<file path="src/rtl/alu_issue_stage_pkg.sv">
// Shared ALU definitions: control codes used by both the issue stage and the ALU,
// plus the issue-stage output record.
package alu_issue_stage_pkg;

    localparam int ALU_XLEN = 32;
    localparam int CTRL_W   = 6;
    localparam int RIDX_W   = 5;

    localparam logic [CTRL_W-1:0] ALU_ADD  = 6'b000000;
    localparam logic [CTRL_W-1:0] ALU_SUB  = 6'b000001;
    localparam logic [CTRL_W-1:0] ALU_SLL  = 6'b000010;
    localparam logic [CTRL_W-1:0] ALU_SLT  = 6'b000011;
    localparam logic [CTRL_W-1:0] ALU_SLTU = 6'b000100;
    localparam logic [CTRL_W-1:0] ALU_XOR  = 6'b000101;
    localparam logic [CTRL_W-1:0] ALU_SRL  = 6'b000110;
    localparam logic [CTRL_W-1:0] ALU_SRA  = 6'b000111;
    localparam logic [CTRL_W-1:0] ALU_OR   = 6'b001000;
    localparam logic [CTRL_W-1:0] ALU_AND  = 6'b001001;
    localparam logic [CTRL_W-1:0] ALU_BEQ  = 6'b001010;
    localparam logic [CTRL_W-1:0] ALU_BNE  = 6'b001011;
    localparam logic [CTRL_W-1:0] ALU_BLT  = 6'b001100;
    localparam logic [CTRL_W-1:0] ALU_BGE  = 6'b001101;
    localparam logic [CTRL_W-1:0] ALU_BLTU = 6'b001110;
    localparam logic [CTRL_W-1:0] ALU_BGEU = 6'b001111;
    localparam logic [CTRL_W-1:0] ALU_JAL  = 6'b011111;
    localparam logic [CTRL_W-1:0] ALU_JALR = 6'b111111;

    typedef struct packed {
        logic [CTRL_W-1:0]   ctrl;
        logic [ALU_XLEN-1:0] op_a;
        logic [ALU_XLEN-1:0] op_b;
        logic [ALU_XLEN-1:0] rs2;
        logic [ALU_XLEN-1:0] pc;
        logic [RIDX_W-1:0]   rd;
    } issue_pkt_t;

    function automatic logic is_branch(input logic [CTRL_W-1:0] c);
        return (c >= ALU_BEQ) && (c <= ALU_BGEU);
    endfunction

    function automatic logic is_jump(input logic [CTRL_W-1:0] c);
        return (c == ALU_JAL) || (c == ALU_JALR);
    endfunction

endpackage

</file>
<file path="src/rtl/alu_issue_stage_fwd_mux.sv">
// Source-value resolution for one register operand. Forwarding from the downstream
// result is compiled in only with FORWARDING_EN; otherwise fwd_* are ignored.
module operand_fwd_mux #(
    parameter int XLEN = 32
) (
    input  logic [4:0]      i_idx,
    input  logic [XLEN-1:0] i_rf_data,
    input  logic            i_fwd_we,
    input  logic [4:0]      i_fwd_idx,
    input  logic [XLEN-1:0] i_fwd_data,
    output logic [XLEN-1:0] o_data
);

`ifdef FORWARDING_EN
    always_comb begin
        o_data = i_rf_data;
        if (i_idx == 5'd0)
            o_data = '0;
        else if (i_fwd_we && (i_fwd_idx == i_idx))
            o_data = i_fwd_data;
    end
`else
    logic w_unused_fwd;
    assign w_unused_fwd = ^{i_fwd_we, i_fwd_idx, i_fwd_data};

    always_comb begin
        o_data = i_rf_data;
        if (i_idx == 5'd0)
            o_data = '0;
    end
`endif

endmodule

</file>
<file path="src/rtl/alu_issue_stage.sv">
// One-entry registered issue stage between decode and the ALU: resolves sources,
// selects operands, and handshakes both sides. Optional forwarding: FORWARDING_EN.
module alu_issue_stage
    import alu_issue_stage_pkg::*;
#(
    parameter int XLEN = 32  // only 32 is legal
) (
    input  logic            clk,
    input  logic            rst_n,
    input  logic            flush,
    input  logic            in_valid,
    output logic            in_ready,
    input  logic [5:0]      in_alu_ctrl,
    input  logic [XLEN-1:0] in_pc,
    input  logic [4:0]      in_rs1_idx,
    input  logic [XLEN-1:0] in_rs1_data,
    input  logic [4:0]      in_rs2_idx,
    input  logic [XLEN-1:0] in_rs2_data,
    input  logic [XLEN-1:0] in_imm,
    input  logic            in_use_imm,
    input  logic            in_use_pc,
    input  logic [4:0]      in_rd_idx,
    input  logic            fwd_we,
    input  logic [4:0]      fwd_idx,
    input  logic [XLEN-1:0] fwd_data,
    output logic            out_valid,
    input  logic            out_ready,
    output logic [5:0]      ALU_Control,
    output logic [XLEN-1:0] operand_A,
    output logic [XLEN-1:0] operand_B,
    output logic [XLEN-1:0] out_rs2_data,
    output logic [XLEN-1:0] out_pc,
    output logic [4:0]      out_rd_idx
);

    logic            r_valid;
    issue_pkt_t      r_pkt;
    issue_pkt_t      w_pkt;
    logic [XLEN-1:0] w_rs1;
    logic [XLEN-1:0] w_rs2;
    logic            w_in_ready;
    logic            w_capture;

    operand_fwd_mux #(.XLEN(XLEN)) u_rs1_mux (
        .i_idx      (in_rs1_idx),
        .i_rf_data  (in_rs1_data),
        .i_fwd_we   (fwd_we),
        .i_fwd_idx  (fwd_idx),
        .i_fwd_data (fwd_data),
        .o_data     (w_rs1)
    );

    operand_fwd_mux #(.XLEN(XLEN)) u_rs2_mux (
        .i_idx      (in_rs2_idx),
        .i_rf_data  (in_rs2_data),
        .i_fwd_we   (fwd_we),
        .i_fwd_idx  (fwd_idx),
        .i_fwd_data (fwd_data),
        .o_data     (w_rs2)
    );

    assign w_in_ready = rst_n & ~flush & (~r_valid | out_ready);
    assign w_capture  = in_valid & w_in_ready;

    // Jumps carry PC and the link increment; branches always compare rs1 against rs2.
    always_comb begin
        w_pkt      = '0;
        w_pkt.ctrl = in_alu_ctrl;
        w_pkt.rs2  = w_rs2;
        w_pkt.pc   = in_pc;
        w_pkt.rd   = in_rd_idx;
        w_pkt.op_a = (is_jump(in_alu_ctrl) || in_use_pc) ? in_pc : w_rs1;
        if (is_jump(in_alu_ctrl))
            w_pkt.op_b = 32'd4;
        else if (is_branch(in_alu_ctrl))
            w_pkt.op_b = w_rs2;
        else if (in_use_imm)
            w_pkt.op_b = in_imm;
        else
            w_pkt.op_b = w_rs2;
    end

    always_ff @(posedge clk) begin
        if (!rst_n) begin
            r_valid <= 1'b0;
            r_pkt   <= '0;
        end else if (flush) begin
            r_valid <= 1'b0;
        end else if (w_capture) begin
            r_valid <= 1'b1;
            r_pkt   <= w_pkt;
        end else if (r_valid && out_ready) begin
            r_valid <= 1'b0;
        end
    end

    assign in_ready     = w_in_ready;
    assign out_valid    = r_valid;
    assign ALU_Control  = r_pkt.ctrl;
    assign operand_A    = r_pkt.op_a;
    assign operand_B    = r_pkt.op_b;
    assign out_rs2_data = r_pkt.rs2;
    assign out_pc       = r_pkt.pc;
    assign out_rd_idx   = r_pkt.rd;

endmodule

</file>
<file path="config.mk">
export PLATFORM = sky130hd
export DESIGN_NAME = alu_issue_stage
export DESIGN_NICKNAME = d
export VERILOG_FILES = /design/src/rtl/alu_issue_stage_pkg.sv /design/src/rtl/alu_issue_stage_fwd_mux.sv /design/src/rtl/alu_issue_stage.sv
export SDC_FILE = /design/constraint.sdc
export NUM_CORES = 1
export LEC_CHECK = 0
export BUFFER_PORTS_ARGS = -buffer_cell sky130_fd_sc_hd__buf_2
export CORE_AREA = 2 2 128 130
export DETAILED_ROUTE_END_ITERATION = 7
export DIE_AREA = 0 0 130 132
export GPL_ROUTABILITY_DRIVEN = 0
export GPL_TIMING_DRIVEN = 0
export HOLD_SLACK_MARGIN = 0.1
export MAX_ROUTING_LAYER = met4
export PLACE_DENSITY = 0.82
export SETUP_SLACK_MARGIN = 0.02
export SYNTH_ARGS = -nofsm -noshare
export SYNTH_HDL_FRONTEND = slang
export SYNTH_SLANG_ARGS = --single-unit
</file>
<file path="constraint.sdc">
create_clock -name clk -period 2 [get_ports clk]
set_input_delay 0.4 -clock clk [delete_from_list [all_inputs] [get_ports clk]]
set_output_delay 0.4 -clock clk [all_outputs]
set_load 0.01 [all_outputs]
</file>
==> flow_summary.toml, run 1 <==
[power_and_ir_drop]
p_int_mw = 5.294
vdd_drop_max_mv = 0.5413
clockPowerShare_pct = 44.9
powerDensity_nw_per_um2 = 826.1
p_sw_mw = 1.811
p_seq_share_pct = 42.0
p_comb_share_pct = 13.1
p_leak_nw = 4.031
swShare_pct = 25.48

[detailed_routing]
drc = 0
vias = 6683
drtAntennaViolNets = 0
dr.pass1.iters = 4
via_per_inst = 5.329
wire_per_inst_um = 17.50
wl_um = 21940
dr.first_iter.drc_count = 339

[finish]
final_common_cell = "buf_2"
most-common-layout-cells = "316 x buf_2, 140 x dfxtp_1, 121 x nand2_1"
synthToLayoutAreaGrowth_pct = 37.81
drive_gt1_share_pct = 36.16
layout.nets = 1219
stdcell_area_um2 = 8601
finalNonFillerCells = 1254

[sta]
min_period_ns = 1.814
finalClockSkew_ns = 0.006751
hold_ws_ns = 0.2317
finalCritPeriodShare_pct = 90.68
drv_slew = 0
hold_viol_final = 0
worst_slew_pin_slew_ns = 0.5729
slew-limit-headroom_pct = 61.63
fmax_mhz = 551.4
setup_slack_ns = 0.1864
grt_setup_unrepaired = "no"
setup_viol = 0
setup_tns_ns = 0

[place]
portBuffers = 296
place_inst = 1222
dp_hpwl_um = 16640
place_worst_setup_slack_ns = -0.3164
placed_area_um2 = 7993

[yosys]
yosys.area_share.simple_pct = 21.33
synth_xor_area_share_pct = 0
synthMuxAreaShare_pct = 0
yosysUniqueCellTypes = 32
synth_top_area_share_pct = 44.91
yosysTopAreaCell = "dfxtp_1"
synth_compound_area_share_pct = 28.41
syn_area_um2 = 6241
syn-num-nets = 904
synthAdderAreaFrac_pct = 0
ys_top_cells_by_area = "dfxtp_1 45%, a21boi_0 9.0%, nand2_1 7.3%"
synthCells = 710
syn_avg_cell_area_um2 = 8.790
yosysWarnings = 0
synth-seq-cells = 140
synth_top_family_by_area = "compound AO/OA/AOI/OAI gates"
synth_seq_area_share_pct = 44.91

[global_routing]
grt_first_pass_wirelength_um = 33240
grt_use_total_pct = 25.51
grt_max_degree = 17
overflow = 0
antenna_found_initial = 1
grt_pass1_vias = 6361

[outcome]
status = "finished, final reports clean"

[setup_path]
crit_path_end_kind = "register"
path_buf_inv = 2
critPathMaxFanout = 10
crit_slowest_cell = "clkbuf_1"
max_stage_delay_ns = 0.43
required_ns = 2.32
crit_arrival_ns = 2.13
critPathKind = "register to register"
crit_family = "buffers and inverters"
worst_setup_path_start_kind = "register"
path_cells = "nand2b_1, nand3_2, buf_2, clkbuf_1, nor2_1, o32ai_1"

[floorplan]
die_area_um2 = 17160
rows = 46
core_um2 = 15710
num_io_pins = 335
start_util_pct = 39.72
dieHeight_um = 132
fp.dieW_um = 130

[cts]
clkTransAtPathRegs_ns = 0.06
cts.sinks = 140
htree_levels = 4
cts_hold_buf = 0
cts-buffers-inserted = 17
root_buffer = "clkbuf_16"
cts_buffer_depth = 2
cts_tree = "done"
insertion_delay_ns = 0.42

[hold_path]
hold_class = "input pin to register"

[run]
cap_violations = 0
[what timing repair did]
item / CTS / global route
setup endpoints to repair: 0 / 16
gates resized for setup: 0 / 5
buffers inserted: 0 / 0
[power groups by stage]
| stage | registers [mW] | logic [mW] | clock network (mW) |
|---|---|---|---|
| after floorplan | 3.09 | 0.431 | 0 |
| after global placement | 3.04 | 0.911 | 0 |
| after CTS | 2.98 | 0.929 | 3.22 |
| after detailed placement | 3.04 | 0.926 | 0 |
| final | 2.99 | 0.931 | 3.19 |
| after global routing | 3.00 | 1.01 | 3.31 |
[registers in the layout, summed over array words and instances, names as in the netlist]
| name | count |
|---|---|
| operand_A | 32 |
| operand_B | 32 |
| out_pc | 32 |
| out_rs2_data | 32 |
| ALU_Control | 6 |
| out_rd_idx | 5 |
| out_valid | 1 |
[worst register-to-register path, stage by stage (launching register included)]
cell and delay, ns:
dfxtp_1 0.34, nand2b_1 0.08, nand3_2 0.22, buf_2 0.31
clkbuf_1 0.43, nor2_1 0.09, o32ai_1 0.24
[cells in the mapped netlist]
cell	n
dfxtp_1	140
nand3_2	1
nand2_1	121
o41a_1	1
o32ai_1	21
or4_1	1
o221a_2	2
a31oi_1	3
a21bo_2	1
buf_2	20
inv_2	1
and3_1	33
o32ai_2	10
a22o_1	31
clkbuf_1	37
o41ai_4	1
buf_6	5
o221a_1	29
o211ai_1	1
clkbuf_2	1
buf_4	4
nand2b_1	2
and2_1	31
o21ai_0	32
a21boi_0	75
nor2b_1	1
nand4_1	1
nor3_1	1
and2b_1	1
o21a_1	1
nor2_1	67
nand3_1	34
[stage by stage]
stage | power, mW | util [%]
2_1_floorplan | 3.523 | -
3_3_place_gp | 3.951 | 50.87
3_5_place_dp | 3.969 | 50.87
4_1_cts | 7.135 | 54.67
5_1_grt | 7.326 | 54.74
6_report | 7.105 | 54.74
[cell type report]
| class | instances | area [um2] |
|---|---|---|
| plain buffers | 67 | 332.8 |
| clock buffers | 22 | 484.2 |
| fillers | 1480 | 7112 |
| well taps | 216 | 270.3 |
| flip-flops and latches | 140 | 2803 |
| inverters | 1 | 3.754 |
| diodes | 1 | 2.502 |
| clock inverters | 9 | 112.6 |
| multi-input cells | 502 | 3110 |
| repair buffers | 296 | 1481 |
[metal layers]
metal	up-vias	GRT usage (%)	part of all wire [%]
met3	43	5.317	6.0
met2	282	41.94	49
met4	0	9.438	2.6
met1	3188	30.60	42
met5	-	-	0
li1	3170	-	-
[cells by family after synthesis]
logic type | Yosys count
and+or+nand+nor | 294
AOI/OAI and AO/OA | 208
DFF | 140
buffers and inverters | 68
[worst paths after layout]
kind	from	slack [ns]	to	cells after the start
setup / recovery	out_valid	0.19	operand_A[20]	6
hold / removal	in_rd_idx[0]	0.23	out_rd_idx[0]	3
setup reg to reg	out_valid	0.19	operand_A[20]	6
hold reg to reg	out_pc[30]	0.46	out_pc[30]	2
Power figures use the tool's default switching activity.
==> inputs of run 2 (changes only) <==
CTS_BUF_LIST = sky130_fd_sc_hd__clkbuf_16   (was not set)
==> run 2 against run 1 <==
Compared with the run above: critical endpoint is now operand_A[9]; sequential power hardly changed; count of clock-buffer cells in the layout shrank 5; critical path type unchanged; cell area shrank 0.47%; utilization decreased by 0.25 points.
==> flow_summary.toml, run 2 (same netlist as run 1, synthesis figures left out) <==
[finish]
synthToLayoutAreaGrowth_pct = 37.17
layout.nets = 1219
final_common_cell = "buf_2"
drive_gt1_share_pct = 35.78
most-common-layout-cells = "316 x buf_2, 140 x dfxtp_1, 121 x nand2_1"
fin_util_pct = 54.48

[detailed_routing]
via_per_inst = 5.337
drc = 0
wl_um = 22020
dr.first_iter.drc_count = 341
wire_per_inst_um = 17.56
drtAntennaViolNets = 0
dr.pass1.iters = 5
vias = 6693

[floorplan]
num_io_pins = 335
rows = 46
die_area_um2 = 17160
start_util_pct = 39.72
core_um2 = 15710
fp.dieW_um = 130
dieHeight_um = 132

[hold_path]
hold_start = "in_valid"
whs_endpoint = "out_valid"
hold_class = "input pin to register"
hold_path_depth = 3

[cts]
insertion_delay_ns = 0.42
cts_buffer_depth = 2
cts.sinks = 140
root_buffer = "clkbuf_16"
clkTransAtPathRegs_ns = 0.06
htree_levels = 4
cts_hold_buf = 0
cts_tree = "done"
cts-buffers-inserted = 17

[power_and_ir_drop]
powerDensity_nw_per_um2 = 812.1
p_int_mw = 5.136
clockPowerShare_pct = 43.7
swShare_pct = 26.13
vdd_drop_max_mv = 0.5377
p_seq_share_pct = 42.9
p_sw_mw = 1.817
p_comb_share_pct = 13.4
p_leak_nw = 4.012

[sta]
drv_slew = 0
setup_viol = 0
fmax_mhz = 547.3
slew-limit-headroom_pct = 62.91
grt_setup_unrepaired = "no"
worst_slew_pin_slew_ns = 0.5537
hold_viol_final = 0
finalCritPeriodShare_pct = 91.36
finalClockSkew_ns = 0.008701
hold_ws_ns = 0.2326
min_period_ns = 1.827

[global_routing]
grt_use_total_pct = 25.56
antenna_found_initial = 1
grt_max_degree = 17
grt_first_pass_wirelength_um = 33250
overflow = 0
grt_pass1_vias = 6356

[setup_path]
reg2reg_depth = 6
r2r_end = "operand_A[9]"
crit_arrival_ns = 2.16
critPathMaxFanout = 10
reg2reg_from = "out_valid"
critPathKind = "register to register"
required_ns = 2.33
r2r_slack_ns = 0.17
crit_path_end_kind = "register"
worst_setup_path_start_kind = "register"

[place]
portBuffers = 296
dp_hpwl_um = 16640

[outcome]
status = "finished, final reports clean"

[run]
cap_violations = 0
[run 2: worst max-delay path: stages, from the launching register on]
cell	delay (ns)
dfxtp_1	0.34
nand2b_1	0.08
nand3_2	0.22
buf_2	0.31
clkbuf_1	0.45
nor2_1	0.12
o32ai_2	0.21
[run 2: layout make-up]
class,count,area (um2)
timing repair buffer,296,1481
multi-input combinational,502,3110
antenna,1,2.502
sequential,140,2803
clock inverter,14,131.4
buffer,67,332.8
tap,216,270.3
inverter,1,3.754
fill,1487,7152
clock buffer,17,425.4
[run 2: through the flow]
step | power, mW | instance area, um2 | setup TNS, ns | instances | setup slack [ns]
finish | 6.953 | 8561 | 0 | 1254 | 0.1728
global route | 7.161 | 8561 | 0 | 1254 | 0.02383
CTS | 6.973 | 8549 | 0 | 1253 | 0.06331
detailed placement | 3.969 | 7993 | -9.792 | 1222 | -0.3164
global placement | 3.951 | 7993 | -7.437 | 1222 | -0.2536
floorplan | 3.523 | 6241 | 0 | 710 | 0.4140
[run 2: how the worst max path moves through the flow]
stage / from / to / slack, ns / depth (start not counted)
after detailed placement: rst_n / operand_B[23] / -0.32 / 5
after global routing: out_valid / operand_A[21] / 0.02 / 6
after CTS: out_valid / operand_A[29] / 0.06 / 6
after global placement: rst_n / operand_B[25] / -0.25 / 5
after floorplan: flush / operand_A[1] / 0.41 / 6
final: out_valid / operand_A[9] / 0.17 / 6
[run 2: power by group through the flow]
| stage | Combinational, mW | Sequential (mW) | Clock, mW |
|---|---|---|---|
| final | 0.931 | 2.99 | 3.04 |
| after global routing | 1.01 | 3.00 | 3.15 |
| after CTS | 0.929 | 2.98 | 3.06 |
| after detailed placement | 0.926 | 3.04 | 0 |
| after global placement | 0.911 | 3.04 | 0 |
| after floorplan | 0.431 | 3.09 | 0 |
[run 2: routing by layer]
layer  vias to the layer above  GRT usage, %  routed length [um]
met5                         -             -                   0
met4                         0         9.379                 565
met3                        49         5.235                1371
met2                       279         42.23               10820
met1                      3197         30.56                9261
li1                       3168             -                   -
[run 2: what timing repair did]
action / in CTS / in global routing
setup endpoints to repair: 0 / 16
resized for setup: 0 / 5
setup buffers: 0 / 0
